## src/rtl/alu_arbiter.sv

```systemverilog
// Round-robin arbiter sharing one registered AND/OR/ADD/SUB ALU between two requesters.
// Define ALU_FLAGS_EN to add the registered resp_zero/resp_carry flag outputs.
module alu_arbiter #(
  parameter int WIDTH = 8
) (
  input  logic               clk,
  input  logic               rst,
  input  logic [1:0]         req_valid,
  output logic [1:0]         req_ready,
  input  logic [3:0]         req_op,
  input  logic [2*WIDTH-1:0] req_a,
  input  logic [2*WIDTH-1:0] req_b,
  output logic [1:0]         resp_valid,
  input  logic [1:0]         resp_ready,
  output logic [WIDTH-1:0]   resp_data,
  output logic               busy
`ifdef ALU_FLAGS_EN
  ,
  output logic               resp_zero,
  output logic               resp_carry
`endif
);

  typedef enum logic [1:0] {
    S_IDLE,
    S_EXEC,
    S_RESP
  } state_t;

  state_t r_state;
  state_t w_next;

  logic             r_last;
  logic             r_gnt;
  logic [1:0]       r_op;
  logic [WIDTH-1:0] r_a;
  logic [WIDTH-1:0] r_b;
  logic [WIDTH-1:0] r_data;

  logic             w_win;
  logic             w_acc;
  logic [1:0]       w_op;
  logic [WIDTH-1:0] w_a;
  logic [WIDTH-1:0] w_b;
  logic [WIDTH-1:0] w_bop;
  logic [WIDTH:0]   w_sum;
  logic [WIDTH-1:0] w_res;

  // On a tie the requester that did not win last time takes the grant
  assign w_win = (req_valid == 2'b11) ? ~r_last : req_valid[1];
  assign w_acc = (r_state == S_IDLE) && (req_valid != 2'b00) && !rst;

  assign w_op = w_win ? req_op[3:2] : req_op[1:0];
  assign w_a  = w_win ? req_a[2*WIDTH-1:WIDTH] : req_a[WIDTH-1:0];
  assign w_b  = w_win ? req_b[2*WIDTH-1:WIDTH] : req_b[WIDTH-1:0];

  always_comb begin
    w_next    = r_state;
    req_ready = 2'b00;
    unique case (r_state)
      S_IDLE: begin
        if (w_acc) begin
          w_next           = S_EXEC;
          req_ready[w_win] = 1'b1;
        end
      end
      S_EXEC: w_next = S_RESP;
      S_RESP: begin
        if (resp_ready[r_gnt]) w_next = S_IDLE;
      end
      default: w_next = S_IDLE;
    endcase
  end

  // op[0] selects subtract: a + ~b + 1 shares the adder with ADD
  assign w_bop = r_op[0] ? ~r_b : r_b;
  assign w_sum = {1'b0, r_a} + {1'b0, w_bop}
               + {{WIDTH{1'b0}}, r_op[0]};

  always_comb begin
    w_res = w_sum[WIDTH-1:0];
    unique case (r_op)
      2'b00:   w_res = r_a & r_b;
      2'b01:   w_res = r_a | r_b;
      default: w_res = w_sum[WIDTH-1:0];
    endcase
  end

  always_ff @(posedge clk or posedge rst) begin
    if (rst) r_state <= S_IDLE;
    else     r_state <= w_next;
  end

  always_ff @(posedge clk or posedge rst) begin
    if (rst) begin
      r_last <= 1'b1;
      r_gnt  <= 1'b0;
      r_op   <= '0;
      r_a    <= '0;
      r_b    <= '0;
      r_data <= '0;
    end else begin
      if (w_acc) begin
        r_last <= w_win;
        r_gnt  <= w_win;
        r_op   <= w_op;
        r_a    <= w_a;
        r_b    <= w_b;
      end
      if (r_state == S_EXEC) r_data <= w_res;
    end
  end

`ifdef ALU_FLAGS_EN
  always_ff @(posedge clk or posedge rst) begin
    if (rst) begin
      resp_zero  <= 1'b0;
      resp_carry <= 1'b0;
    end else if (r_state == S_EXEC) begin
      resp_zero  <= (w_res == '0);
      resp_carry <= r_op[1] & w_sum[WIDTH];
    end
  end
`else
  logic w_unused_carry;
  assign w_unused_carry = w_sum[WIDTH];
`endif

  assign resp_valid = (r_state != S_RESP) ? 2'b00 :
                      (r_gnt ? 2'b10 : 2'b01);
  assign resp_data  = r_data;
  assign busy       = (r_state != S_IDLE);

endmodule

```

## config.mk

```make
export PLATFORM = sky130hd
export DESIGN_NAME = alu_arbiter
export DESIGN_NICKNAME = d
export VERILOG_FILES = /design/src/rtl/alu_arbiter.sv
export SDC_FILE = /design/constraint.sdc
export NUM_CORES = 1
export LEC_CHECK = 0
export ABC_CLOCK_PERIOD_IN_PS = 5900
export CAP_MARGIN = 30
export CORE_MARGIN = 4
export CORE_UTILIZATION = 25
export CTS_CLUSTER_SIZE = 16
export DETAILED_ROUTE_END_ITERATION = 7
export DONT_BUFFER_PORTS = 1
export PLACE_DENSITY_LB_ADDON = 0.2
export SYNTH_ARGS = -nofsm -noshare
export SYNTH_HDL_FRONTEND = slang
export SYNTH_SLANG_ARGS = --single-unit
```

## constraint.sdc

```tcl
create_clock -name clk -period 5.9 [get_ports clk]
set_input_delay 0.59 -clock clk [delete_from_list [all_inputs] [get_ports clk]]
set_output_delay 0.59 -clock clk [all_outputs]
set_load 0.01 [all_outputs]
```

==> metrics.yaml <==
synthesis:
  synthAdderAreaFrac_pct: 7.30
  synth_compound_area_share_pct: 25.4
  yosys.area_share.simple_pct: 9.31
  synth_top_area_cell: "dfrtp_1"
  synthXorXnorAreaFrac_pct: 6.01
  synth_top_family_by_area: "compound AO/OA/AOI/OAI gates"
  synth.distinct_cells: 40
  ys_async_sr_fraction_pct: 100
  ys_ff_latch: 30
  syn_area_per_cell_sq_um: 9.82
  netlist_instances: 178
  muxShareOfSynthArea_pct: 1.22
  synth_ff_type: "dfrtp_1"
  synth_top_area_share_pct: 41.5
  yosysSeqAreaShare_pct: 43.0
  syn-cell-area_sq_um: 1750
  synth_area_leaders: "dfrtp_1, a222oi_1, inv_1, ha_1, xor2_1"
  synth_warnings: 0
  synth_edf_count: 0
  synthesis.nets: 228
layout:
  fin_nets: 227
  multi_input_area_sq_um: 861
  n_fill_cell: 737
  syn_to_final_growth_pct: 9.88
  drive_gt1_share_pct: 8.43
  area.sequential_sq_um: 752
  diodes: 0
  post-route-util_pct: 28.3
  layout_commonest_cell: "dfrtp_1"
  mostFrequentLayoutCells: "dfrtp_1, inv_1, a222oi_1"
  fin_cells: 274
sta:
  setup_viol: 0
  rsz0062_at_grt: "false"
  fin_crit_ps: 2470
  fmax_ghz: 0.405
  finalCritPeriodShare_pct: 41.8
  finalClockSkew_ps: 3.51
  worst_pin_slew_ps: 964
  hold_violations: 0
  slew_headroom_pct: 35.7
  report.final.slew_viol_count: 0
  timing.setup.tns_ps: 0
setup_path:
  path_cells: "nor3_2 > o21ai_2 > a21oi_4"
  start_kind: "flop"
  cp.required_ps: 5310
  worst-path-max-fanout: 22
  crit_path_end_kind: "primary output"
  critPathSlowestCell: "a21oi_4"
  slowest_delay_ps: 560
  crit_type: "flop to primary output"
  arrival_ps: 1880
clocking:
  cts_tree: "done"
  hold_buffers: 0
  cts_buffer_depth: 2
  cts_buffers: 5
  cts.clk_slew.worst_paths_ps: 60
  htreeDepth: 2
  cts_resized: 0
  clock_latency_ps: 280
  cts_setup_buffers: 0
  cts_sinks: 30
  root_buffer: "clkbuf_8"
placement:
  numPortBuffers: 0
  place_hpwl_um: 3150
  dp_cells: 266
  gp_congestion: 0.709
power:
  ir_drop_mv: 0.220
  total_power_mw: 1.29
  leakagePower_nw: 0.887
  p_sw_share_pct: 43.8
  clkPwrFrac_pct: 13.3
  combPwrFrac_pct: 51.9
  seqPwrFrac_pct: 34.8
  powerDensity_nw_per_um2: 670
  p_switching_uw: 564
  internal_power_uw: 723
global_route:
  overflow: 0
  grt_max_degree: 31
  grt_use_total_pct: 10.4
  antenna_found_initial: 0
  grt_pass1_vias: 1396
  grt_pass1_wl_um: 6980
floorplan:
  fp.dieH_um: 91.6
  die_x_um: 91.6
  die-area_sq_um: 8390
  start_util_pct: 25.7
  design.portCount: 55
  core_area_sq_um: 6790
  rows: 30
flow_run:
  maxCapViolCount: 0
min_path:
  hold_class: "input port to asynchronous set/reset pin"
drt:
  post_drt_wl_per_cell_um: 15.2
  drc: 0
  ant_nets: 0
  via_count: 1350
  drt-initial-drc-count: 96
  dr.pass1.iters: 7
  vias_per_cell: 4.93
  totalWireLength_um: 4160
run_status:
  status: "finished, final reports clean"
[worst max-delay path, delay by kind of cell (launching register included)]
family             cells  cell delay [ps]
AOI/OAI and AO/OA      2              880
DFF                    1              430
and+or+nand+nor        1              280
[flip-flops by register name, indices dropped and copies added, names as in the netlist]
| name | cells |
|---|---|
| r_a | 8 |
| r_b | 8 |
| resp_data | 8 |
| r_op | 2 |
| r_state | 2 |
| r_gnt | 1 |
| r_last | 1 |
[power groups by stage]
stage | clock network, mW | registers (mW) | logic (mW)
floorplan | 0 | 0.389 | 0.595
finish | 0.171 | 0.448 | 0.668
global placement | 0 | 0.453 | 0.670
global route | 0.188 | 0.470 | 0.779
detailed placement | 0 | 0.455 | 0.675
CTS | 0.179 | 0.451 | 0.680
[metrics by stage]
| stage | hold WS, ps | area [sq um] | worst slack [ps] |
|---|---|---|---|
| global placement | 502 | 1830 | 3560 |
| finish | 273 | 1920 | 3430 |
| detailed placement | 509 | 1830 | 3470 |
| floorplan | 494 | 1750 | 3820 |
| CTS | 281 | 1920 | 3400 |
| global route | 323 | 1920 | 3260 |
[layout make-up]
cell class                 instances  area share (%)
timing repair buffer               1           0.391
clock buffer                       8            4.69
inverter                          24            4.69
tap                               96            6.25
multi-input combinational        115            44.8
sequential                        30            39.2
[worst paths after layout]
kind | slack [ps] | start | cells past startpoint | to
min in group clk | 430 | req_b[11] | 2 | r_b[3]$_DFFE_PP0P_
worst max-delay path | 3430 | r_state[1]$_DFFE_PP0P_ | 3 | req_ready[0]
worst min register to register | 520 | r_last$_DFFE_PP1P_ | 1 | r_last$_DFFE_PP1P_
worst min-delay path | 270 | rst | 2 | r_gnt$_DFFE_PP0P_
worst max register to register | 3480 | r_op[0]$_DFFE_PP0P_ | 7 | resp_data[6]$_DFFE_PP0N_
max in group asynchronous | 5310 | rst | 2 | r_last$_DFFE_PP1P_
[logic make-up after synthesis]
logic type | after synthesis
fa+ha+maj | 10
simple gates | 33
buf+inv | 33
compound gates | 58
mux | 2
xor+xnor | 12
flops | 30
[cell usage after synthesis (3+ instances only)]
cell      instances
xor2_1            9
o21ai_0           9
a222oi_1         18
inv_1            24
a21oi_1           9
buf_2             6
a31oi_1           3
nor3_1            3
o21ai_1           3
a21o_1            3
xnor2_1           3
nor2_1            8
nand2_1          10
ha_1              7
dfrtp_1          29
[layer usage]
layer / track usage [%] / vias up / wire, um
li1: - / 657 / -
met1: 15.1 / 640 / 2080
met2: 14.7 / 46 / 1760
met3: 2.38 / 7 / 230
met4: 4.52 / 0 / 82
met5: 0 / - / 0
No activity file was read; power rests on OpenSTA's default activity.
